`src/rtl/serial_sub_ctrl.sv`:
```
// Bit-serial subtractor sequencer: D = A - B, LSB first,
// one shared 1-bit subtractor cell stepped over WIDTH cycles.
module serial_sub_ctrl #(
    parameter int WIDTH = 8
) (
    input  logic             clk_in,
    input  logic             rst_in,
    input  logic             start_in,
    input  logic [WIDTH-1:0] a_in,
    input  logic [WIDTH-1:0] b_in,
    output logic             busy_out,
    output logic             done_out,
    output logic [WIDTH-1:0] d_out,
    output logic             b_out,
    output logic             zero_out
);

    localparam int CW = $clog2(WIDTH) + 1;

    typedef enum logic [1:0] {
        IDLE,
        RUN,
        DONE
    } state_t;

    state_t           state;
    state_t           state_nxt;
    logic             load;
    logic             step;
    logic             last;
    logic [WIDTH-1:0] a_reg;
    logic [WIDTH-1:0] b_reg;
    logic [WIDTH-1:0] sh_reg;
    logic [WIDTH-1:0] sh_nxt;
    logic [CW-1:0]    cnt;
    logic             bor;
    logic             bor_nxt;
    logic             a_bit;
    logic             b_bit;
    logic             d_bit;

    // operands shift right, so bit 0 is always bit i = cnt
    assign a_bit   = a_reg[0];
    assign b_bit   = b_reg[0];
    assign d_bit   = a_bit ^ b_bit ^ bor;
    assign bor_nxt = (~a_bit & b_bit) | (~(a_bit ^ b_bit) & bor);
    assign sh_nxt  = {d_bit, sh_reg[WIDTH-1:1]};
    assign last    = (cnt == CW'(WIDTH - 1));

    assign busy_out = (state != IDLE);
    assign done_out = (state == DONE);

    // state register
    always_ff @(posedge clk_in or posedge rst_in) begin
        if (rst_in) begin
            state <= IDLE;
        end else begin
            state <= state_nxt;
        end
    end

    // next-state and datapath control
    always_comb begin
        state_nxt = state;
        load      = 1'b0;
        step      = 1'b0;
        unique case (state)
            IDLE: begin
                if (start_in) begin
                    load      = 1'b1;
                    state_nxt = RUN;
                end
            end
            RUN: begin
                step = 1'b1;
                if (last) begin
                    state_nxt = DONE;
                end
            end
            DONE: begin
                state_nxt = IDLE;
            end
            default: begin
                state_nxt = IDLE;
            end
        endcase
    end

    // operand capture, bit stepping and borrow chain
    always_ff @(posedge clk_in or posedge rst_in) begin
        if (rst_in) begin
            a_reg  <= '0;
            b_reg  <= '0;
            sh_reg <= '0;
            cnt    <= '0;
            bor    <= 1'b0;
        end else if (load) begin
            a_reg  <= a_in;
            b_reg  <= b_in;
            sh_reg <= '0;
            cnt    <= '0;
            bor    <= 1'b0;
        end else if (step) begin
            a_reg  <= {1'b0, a_reg[WIDTH-1:1]};
            b_reg  <= {1'b0, b_reg[WIDTH-1:1]};
            sh_reg <= sh_nxt;
            cnt    <= cnt + CW'(1);
            bor    <= bor_nxt;
        end
    end

    // result registers, updated only when the last bit completes
    always_ff @(posedge clk_in or posedge rst_in) begin
        if (rst_in) begin
            d_out    <= '0;
            b_out    <= 1'b0;
            zero_out <= 1'b1;
        end else if (step && last) begin
            d_out    <= sh_nxt;
            b_out    <= bor_nxt;
            zero_out <= (sh_nxt == '0);
        end
    end

endmodule

```
`config.mk`:
```
export PLATFORM = sky130hd
export DESIGN_NAME = serial_sub_ctrl
export DESIGN_NICKNAME = d
export VERILOG_FILES = /design/src/rtl/serial_sub_ctrl.sv
export SDC_FILE = /design/constraint.sdc
export NUM_CORES = 1
export LEC_CHECK = 0
export ABC_AREA = 1
export CAP_MARGIN = 30
export CORE_MARGIN = 2
export CORE_UTILIZATION = 39
export CTS_CLUSTER_SIZE = 30
export DETAILED_ROUTE_END_ITERATION = 7
export GPL_ROUTABILITY_DRIVEN = 0
export HOLD_SLACK_MARGIN = 0.06
export PLACE_DENSITY = 0.69
export SETUP_SLACK_MARGIN = 0.02
export SYNTH_ARGS = -nofsm -noshare
export SYNTH_HDL_FRONTEND = slang
export SYNTH_SLANG_ARGS = --single-unit
```
`constraint.sdc`:
```
create_clock -name clk_in -period 1.4 [get_ports clk_in]
set_input_delay 0.14 -clock clk_in [delete_from_list [all_inputs] [get_ports clk_in]]
set_output_delay 0.14 -clock clk_in [all_outputs]
set_load 0.005 [all_outputs]
```
==> results.md <==
* R2R setup slack at 0.08 ns
* Grt ovf at 0
* Unrepaired setup endpoints after global routing: yes
* Worst-Margin Slew at 0.262 ns
* Finished Layout Cells at 299
* Mapped Area at 1770 um2
* Arr. time, crit path at 1.56 ns
* Mux share of post-synthesis cell area at 0%
* # diodes at 0
* Synth top area share at 55.3%
* Leak at 1.12 nW
* Setup CP Type: reg -> reg
* Startpoint types: register
* Core area at 4350 um2
* Critical path required time at 1.64 ns
* RR Endpoint: zero_out
* Setup crit end: zero_out
* Pin count of the biggest net entering global routing at 41
* Final cycle utilization of the critical path at 94.3%
* Syn avg cell area at 8.74 um2
* Routed Antenna Nets at 0
* Initial drt markers at 73
* # setup viols final at 0
* Layout cells sized above 1 at 15.4%
* IO Count at 31
* Dominant cells by area after synthesis: dfrtp_1, nand2_1, nand3_1, o21ai_2, inv_1
* Xor/xnor share of the synthesized area at 0%
* Synthesized Nets at 223
* Final Hold Viols at 0
* Status: completed
* Fin crit period at 1.32 ns
* Max stage delay on crit path at 0.50 ns
* I/O Buffers at 30
* Worst Setup SP: b_reg[0]
* TNS Setup at 0 ns
* Slowest CP cell: fa_1
* Sequential cell area at 1000 um2
* Simple-gate portion of the synthesized area at 27.2%
* Max-slew headroom at 82.5%
* Post-synth top area cell: dfrtp_1
* Synth Area in Compound Gates at 7.37%
* Std-Cell Rows at 24
* Placed insts at 285
* Commonest non-fill, non-tap cell in the layout: nand2_1
* Clk buf depth at 2
* Ys Warns at 0
* Post-synthesis adder-cell area fraction at 1.84%
* Fmax at 757 MHz
* Cells on worst reg2reg path at 7
* FF+latch count, synth at 40
* H-tree Lvls at 2
* Die W at 71.3 um
* Area Growth Syn to Fin at 29.2%
* Crit path cell chain: inv_2, fa_1, nor2_1, nand2_1, nor2_1, nand2_1, nand2_1
* Antenna violations before repair at 0
* Nets at 267
* Initial core utilization at 40.5%
* Vias in the first global route at 1418
* Multi-input gate area at 664 um2
* Maxcap violations at 0
* Reg2reg start: b_reg[0]
* TritonCTS clock tree: built
* FILL cells at 432
* Largest family of logic cells by synthesized area: simple AND/OR/NAND/NOR gates
* Clock transition at path regs at 0.08 ns
* Root buf cell: clkbuf_8
* Die area at 5080 um2
* Register area share after synthesis at 56.8%
* Pwr/cell area at 1960 nW/um2
* Synth cell types at 19
* Detailed Routing Iterations Pass 1 at 4
* Die H at 71.3 um
* GRT Total Usage at 15.7%
* Hold WC Path Type: in -> async
* Clk Latency, worst-skew pair at 0.30 ns
* Worst vdd ir at 755 uV
* Worst Setup End Kind: register
* Placed Area at 2140 um2
* Average wire per cell in the routed design at 11.4 um
* Drt total wl at 3420 um
* Clock sinks at 40
* Post-DP HPWL at 2370 um
* Design area at 2280 um2
* DRC at 0
* Clock Skew at 0.00922 ns
* Fin. max-slew vios at 0
* Synth Instances at 202
* Critical path fanouts, max at 2
* Most frequent cells in the layout: nand2_1, dfrtp_1, clkdlybuf4s50_1
* DR vias/cell at 4.67
* Top cell by count, worst path: nand2_1
* Vias at 1396
* TritonCTS Buffers at 5
* Power Total at 4.46 mW
* Global-route wire length before repair at 6200 um
## routing by layer
metal  global-route usage, %  part of all wire, %  vias to the layer above
met1                    20.3                   49                      643
met4                    8.18                  2.1                        0
met3                    3.66                  4.1                        8
met5                       0                    0                        -
met2                    24.8                   44                       32
li1                        -                    -                      713
## cells by family (layout without fill, tap and decap cells)
group,Yosys count,after routing
and+or+nand+nor,117,118
DFF,40,40
buffers and inverters,23,67
AOI/OAI and AO/OA,20,20
adders and majority gates,2,2
## repair_timing
action | CTS | global route
hold endpoints to repair | 0 | 0
endpoints found under the setup margin | 4 | 11
setup buffers | 3 | 2
hold buffers | 0 | 0
resized for setup | 3 | 7
gates cloned | 0 | 1
pin swaps | 1 | 3
## worst min-delay path by stage
stage	slack (ns)	to	depth (start not counted)
after floorplan	0.25	a_reg[7]	2
after global placement	0.46	zero_out	2
after detailed placement	0.47	a_reg[7]	2
after CTS	0.19	b_reg[3]	3
after global routing	0.23	b_out	3
final	0.18	b_out	3
## worst max-delay path: cells and delay by family, from the launching register on
kind	cells	cell delay (ns)
adders and majority gates	1	0.50
buffers and inverters	1	0.04
DFF	1	0.36
and+or+nand+nor	5	0.36
## cell type report
type | instances | share of cell area (%)
inverters | 17 | 2.80
multi-input cells | 140 | 29.1
clock inverters | 1 | 0.219
clock buffers | 7 | 3.35
repair buffers | 42 | 17.7
well taps | 52 | 2.85
flip-flops and latches | 40 | 43.9
## per-stage QoR
step,worst slack (ns),hold slack [ns],utilization [%]
after global placement,0.0516,0.462,49.1
final,0.0792,0.183,52.4
after CTS,0.0413,0.193,51.4
after detailed placement,0.0259,0.473,49.1
after floorplan,0.141,0.250,-
after global routing,-0.0651,0.228,52.4
## synth_stat cells
master / instances
o21ai_0: 9
nor2_1: 9
nand3b_1: 1
fa_1: 1
nor2_2: 1
nand2_1: 89
buf_4: 3
a21oi_1: 1
buf_6: 3
dfrtp_1: 39
nand2_2: 1
o21ai_1: 2
inv_1: 13
dfstp_2: 1
inv_2: 4
ha_1: 1
nor2_4: 2
nand3_1: 14
o21ai_2: 8
## power breakdown
| group | internal, mW | total (mW) | switching, mW |
|---|---|---|---|
| logic | 0.856 | 1.79 | 0.934 |
| registers | 1.63 | 1.92 | 0.289 |
| clock network | 0.350 | 0.747 | 0.397 |
| total | 2.84 | 4.46 | 1.62 |
Note: power is estimated with default switching activity, not from simulation.
